`config.mk`:
```
export PLATFORM = sky130hd
export DESIGN_NAME = rca4_serial_add_ctrl
export DESIGN_NICKNAME = d
export VERILOG_FILES = /design/src/rtl/rca4_serial_add_ctrl.sv
export SDC_FILE = /design/constraint.sdc
export NUM_CORES = 1
export LEC_CHECK = 0
export BUFFER_PORTS_ARGS = -buffer_cell sky130_fd_sc_hd__buf_2
export CORE_MARGIN = 10
export CORE_UTILIZATION = 59
export DETAILED_ROUTE_END_ITERATION = 10
export GPL_TIMING_DRIVEN = 0
export PLACE_DENSITY_LB_ADDON = 0.1
export SYNTH_ARGS = -nofsm -noshare
export SYNTH_HDL_FRONTEND = slang
export SYNTH_SLANG_ARGS = --single-unit
```
`constraint.sdc`:
```
create_clock -name clk -period 5.9 [get_ports clk]
set_input_delay 0.59 -clock clk [delete_from_list [all_inputs] [get_ports clk]]
set_output_delay 0.59 -clock clk [all_outputs]
set_load 0.02 [all_outputs]
```
`src/rtl/rca4_serial_add_ctrl.sv`:
```
`default_nettype none
// ============================================================================
// Module      : rca4 / rca4_serial_add_ctrl
// Description : Nibble-serial WIDTH-bit adder/subtractor built on one 4-bit
//               ripple-carry slice. One nibble per clock, LSB nibble first,
//               with valid/ready handshakes on operands and result.
// Revision    : 1.0 - initial release
// ============================================================================

// 4-bit ripple-carry slice, purely combinational.
module rca4 (
    input  logic [3:0] a_i,
    input  logic [3:0] b_i,
    input  logic       c_i,
    output logic [3:0] sum_o,
    output logic       c_o
);
    logic [4:0] w_carry;

    assign w_carry[0] = c_i;

    for (genvar i = 0; i < 4; i++) begin : g_bit
        assign sum_o[i]       = a_i[i] ^ b_i[i] ^ w_carry[i];
        assign w_carry[i + 1] = (a_i[i] & b_i[i]) | (w_carry[i] & (a_i[i] ^ b_i[i]));
    end

    assign c_o = w_carry[4];
endmodule

module rca4_serial_add_ctrl #(
    parameter int WIDTH = 16
) (
    input  logic             clk,
    input  logic             rst,
    input  logic             in_valid,
    output logic             in_ready,
    input  logic [WIDTH-1:0] a,
    input  logic [WIDTH-1:0] b,
    input  logic             c_in,
    input  logic             sub,
    output logic             out_valid,
    input  logic             out_ready,
    output logic [WIDTH-1:0] sum,
    output logic             c_out,
    output logic             overflow,
    output logic             busy
);
    localparam int NIB  = WIDTH / 4;
    localparam int IDXW = (NIB > 1) ? $clog2(NIB) : 1;
    localparam logic [IDXW-1:0] LAST_IDX = IDXW'(NIB - 1);

    // Reject widths that do not split into whole nibbles.
    if ((WIDTH % 4 != 0) || (WIDTH < 4)) begin : g_bad_width
        $error("rca4_serial_add_ctrl: WIDTH must be a multiple of 4 and >= 4");
    end

    typedef enum logic [1:0] {
        S_IDLE = 2'd0,
        S_RUN  = 2'd1,
        S_DONE = 2'd2
    } state_t;

    state_t           state_q;
    logic [WIDTH-1:0] opa_q;
    logic [WIDTH-1:0] opb_q;      // already inverted for subtraction
    logic [WIDTH-1:0] sum_q;
    logic [IDXW-1:0]  idx_q;
    logic             carry_q;
    logic             cout_q;
    logic             ovf_q;

    logic [3:0]       w_slice_a;
    logic [3:0]       w_slice_b;
    logic [3:0]       w_slice_sum;
    logic             w_slice_cout;

    assign w_slice_a = opa_q[4*idx_q +: 4];
    assign w_slice_b = opb_q[4*idx_q +: 4];

    rca4 u_slice (
        .a_i   (w_slice_a),
        .b_i   (w_slice_b),
        .c_i   (carry_q),
        .sum_o (w_slice_sum),
        .c_o   (w_slice_cout)
    );

    // Control FSM plus datapath registers: accept, walk nibbles, hold result.
    always_ff @(posedge clk or posedge rst) begin
        if (rst) begin
            state_q <= S_IDLE;
            opa_q   <= '0;
            opb_q   <= '0;
            sum_q   <= '0;
            idx_q   <= '0;
            carry_q <= 1'b0;
            cout_q  <= 1'b0;
            ovf_q   <= 1'b0;
        end else begin
            case (state_q)
                S_IDLE: begin
                    // in_ready is high here whenever rst is low
                    if (in_valid) begin
                        opa_q   <= a;
                        opb_q   <= sub ? ~b : b;
                        carry_q <= sub ? 1'b1 : c_in;
                        idx_q   <= '0;
                        sum_q   <= '0;
                        state_q <= S_RUN;
                    end
                end
                S_RUN: begin
                    sum_q[4*idx_q +: 4] <= w_slice_sum;
                    carry_q             <= w_slice_cout;
                    if (idx_q == LAST_IDX) begin
                        // Top nibble: capture carry and signed overflow.
                        idx_q   <= '0;
                        cout_q  <= w_slice_cout;
                        ovf_q   <= (opa_q[WIDTH-1] == opb_q[WIDTH-1]) &&
                                   (w_slice_sum[3] != opa_q[WIDTH-1]);
                        state_q <= S_DONE;
                    end else begin
                        idx_q <= idx_q + 1'b1;
                    end
                end
                S_DONE: begin
                    if (out_ready) begin
                        state_q <= S_IDLE;
                    end
                end
                default: begin
                    state_q <= S_IDLE;
                end
            endcase
        end
    end

    assign in_ready  = (state_q == S_IDLE) && !rst;
    assign out_valid = (state_q == S_DONE);
    assign busy      = (state_q == S_RUN) || (state_q == S_DONE);
    assign sum       = sum_q;
    assign c_out     = cout_q;
    assign overflow  = ovf_q;

endmodule
`default_nettype wire

```
==> out/qor_table.md <==
| Group | Parameter | Value |
|:---|:---|:---|
| timing | Final worst clock skew | 0.00446 ns |
| place | Area post-placement | 3200 um^2 |
| die | Y dimension of the die | 89.2 um |
| cts | Resized cells post-CTS | 0 |
| setup path | Flop-to-flop setup slack | 2.52 ns |
| setup path | Worst Setup Start Kind | flop |
| route | Iteration-0 DRC count of the detailed router | 54 |
| synthesis | Synth Cell Area | 2830 um^2 |
| synthesis | Synth Area in XOR/XNOR | 0.0495 |
| synthesis | Post-Synthesis Cells | 243 |
| route | Detailed Routing Iterations Pass 1 | 4 |
| setup path | Path type of the worst setup path | flop to flop |
| timing | Final critical-path share of the clock period | 0.573 |
| layout | Synthesis-to-finish area growth | 16.2% |
| route | Antenna violation net count after detailed routing | 0 |
| cts | CTS tree | done |
| cts | Buffers inserted by post-CTS timing repair | 0 |
| setup path | Source of the worst register-to-register timing path | idx_q[1] |
| timing | Setup TNS | 0 ns |
| place | # port buffers | 57 |
| synthesis | Post-Synthesis Mean Instance Area | 11.6 um^2 |
| cts | Hold buffers post-CTS | 0 |
| die | Die area | 7960 um^2 |
| place | Global placer's final weighted congestion | 0.855 |
| min path | Kind of path behind the tightest hold check | input port to async pin |
| layout | Antenna diode count | 0 |
| global route | Maximum number of pins on one net before global-route repair | 41 |
| status | Result of the run | completed |
| synthesis | Number of warnings printed during yosys synthesis | 0 |
| global route | GRT Total Usage | 0.160 |
| setup path | Required time reported for the critical path endpoint | 6.09 ns |
| layout | Most frequent standard cell in the layout excluding fill and tap cells | buf_2 |
| route | Met1 wire length | 2440 um |
| synthesis | Unique cell type count in the Yosys netlist | 36 |
| timing | Measured slew at the worst slew-check pin | 0.503 ns |
| timing | Slew Limit Fails | 0 |
| die | Horizontal die dimension | 89.2 um |
| die | Number of top-level pins | 59 |
| die | Initial Util | 0.603 |
| setup path | Reg2Reg Capture Point | sum[11] |
| cts | Longest Clk Path Bufs | 2 |
| layout | Commonest cells after routing, fill and taps aside | 62 x buf_2, 55 x dfrtp_1, 33 x o21ai_0 |
| layout | Final net count | 358 |
| route | Vias after detailed routing | 2010 |
| timing | F_max | 296 MHz |
| synthesis | Mux cell area share after synthesis | 0.155 |
| synthesis | Register bit count reported by yosys | 55 |
| pwr | Worst VDD drop | 262 uV |
| setup path | Top fanout value on the critical path | 9 |
| route | Routed vias/inst | 5.54 |
| layout | Post-Layout Inst Area | 3290 um^2 |
| cts | H-Tree Level Count | 2 |
| timing | Setup repair after global routing missed its margin | no |
| route | DR WL met2 | 3030 um |
| flow run | Count of maximum capacitance violations | 0 |
| route | Drt total wl | 5820 um |
| cts | Worst skew pair latency | 0.30 ns |
| route | Uppermost signal routing layer after detailed routing | met4 |
| timing | Setup violation total in the final timing report | 0 |
| route | Met3 wire length | 287 um |
| global route | GR Overflow Total | 0 |
| pwr | Total power divided by cell area | 558 nW/um^2 |
| global route | Number of antenna violations at the first check in global routing | 0 |
| global route | Via count of the first global-routing pass | 2159 |
| setup path | Endpoint type of the worst setup path | flop |
| synthesis | Fraction of the mapped netlist area in adder cells | 0.0637 |
| route | Remaining routing DRC violations | 0 |
| synthesis | Cell taking the most area after synthesis | dfrtp_1 |
| synthesis | Post-Synthesis Net Count | 293 |
| route | Wire length per cell | 16.0 um |
| timing | Number of hold violations in the final report | 0 |
| synthesis | Combinational family with the most area after synthesis | multiplexers |
| place | Sum of net half-perimeters after detailed placement | 4630 um |
| pwr | Leakage | 1.56 nW |
| cts | TritonCTS Buffers | 5 |
| global route | First-pass GRT wire length | 9990 um |
| setup path | Depth of the most critical reg-to-reg path | 12 |
| synthesis | Area share of the largest cell type after synthesis | 0.487 |
| timing | Time the worst path needs with I/O delays and setup | 3.38 ns |
| layout | Share of cells above drive strength 1 | 0.350 |
| synthesis | Share of the synthesized area in compound gates (AO/OA/AOI/OAI) | 0.108 |
| die | Total number of placement rows | 25 |
| timing | Slew HR | 0.665 |
| die | Core footprint | 4690 um^2 |
| setup path | CP arrival | 3.57 ns |
| synthesis | Synth top area cells | dfrtp_1 49%, mux2_2 7.2%, mux4_2 6.4% |
| pwr | Overall power consumption | 1.84 mW |
| synthesis | Share of synthesized cell area in and, or, nand and nor gates | 0.0898 |
| cts | Worst-path clk slew | 0.09 ns |
| cts | Clock Root Buffer | clkbuf_8 |
| cts | Sinks on Clock Net | 55 |
| synthesis | Sequential fraction of the synthesis area | 0.487 |
## routing by layer
layer / global-route usage / vias to the layer above
met5: 0 / -
met4: 0.0491 / 0
met3: 0.0374 / 6
met2: 0.283 / 51
met1: 0.186 / 976
li1: - / 977
## flip-flops by register name (all words and copies together), names as in the netlist
signal	flops
idx_q	2
opb_q	16
opa_q	16
sum	16
overflow	1
carry_q	1
state_q	2
c_out	1
## cells by family (layout without fill, tap and decap cells)
family                     Yosys count  in the layout
buffers and inverters               30             96
and+or+nand+nor                     49             49
xor gates and xnor gates            16             16
adders and majority gates           12             12
DFF                                 55             55
AOI/OAI and AO/OA                   51             51
muxes                               30             30
## cell type report
cell class                      count  area, um^2
Buffer                             13        70.1
Clock buffer                        6        72.6
Clock inverter                      2        12.5
Fill cell                         355        1410
Inverter                           17        63.8
Multi-Input combinational cell    158        1320
Sequential cell                    55        1380
Tap cell                           54        67.6
Timing Repair Buffer               58         305
## where the power goes
part / switching, mW / internal (mW)
sequential: 0.0820 / 0.525
combinational: 0.579 / 0.450
clock: 0.116 / 0.0832
total: 0.777 / 1.06
## how the worst max path moves through the flow
stage	startpoint	to	slack (ns)
after CTS	idx_q[1]	sum[11]	2.50
after global placement	idx_q[1]	sum[11]	2.48
after detailed placement	idx_q[1]	sum[11]	2.51
final	idx_q[1]	sum[11]	2.52
after floorplan	idx_q[1]	sum[11]	2.89
after global routing	idx_q[1]	overflow	2.28
## through the flow
step	hold WS, ns	std cells	worst slack [ns]	utilization
6_report	0.244	363	2.52	0.701
3_3_place_gp	0.456	354	2.48	0.678
5_1_grt	0.253	363	2.28	0.701
4_1_cts	0.247	363	2.50	0.701
2_1_floorplan	0.445	243	2.89	-
3_5_place_dp	0.475	355	2.51	0.682
## cells in the mapped netlist
cell type,number
a21oi_1,1
a31oi_1,2
and2b_2,1
and3b_1,2
and4_1,2
buf_1,1
buf_2,5
buf_4,4
clkbuf_1,3
dfrtp_1,55
fa_1,4
ha_1,8
inv_1,17
mux2_2,18
mux2_4,3
mux2i_1,1
mux4_2,8
nand2_1,24
nand2b_1,2
nand3_1,3
nand4_1,6
nor2_1,3
nor2b_1,3
nor4bb_1,1
o211ai_1,1
o21a_4,1
o21ai_0,33
o21ai_1,1
o21ai_2,1
o221a_2,1
o22ai_1,1
o2bb2ai_1,2
o31ai_1,7
or2b_1,1
or4_1,1
xnor2_1,16
## worst max-delay path, stage by stage, from the launching register on
cell and delay (ns):
dfrtp_1 0.40, clkbuf_1 0.42, mux4_2 0.31, inv_1 0.06
fa_1 0.38, inv_1 0.07, fa_1 0.15, inv_1 0.05
fa_1 0.35, inv_1 0.08, fa_1 0.52, and4_1 0.23
mux2_4 0.25
(Power assumes the default switching activity.)
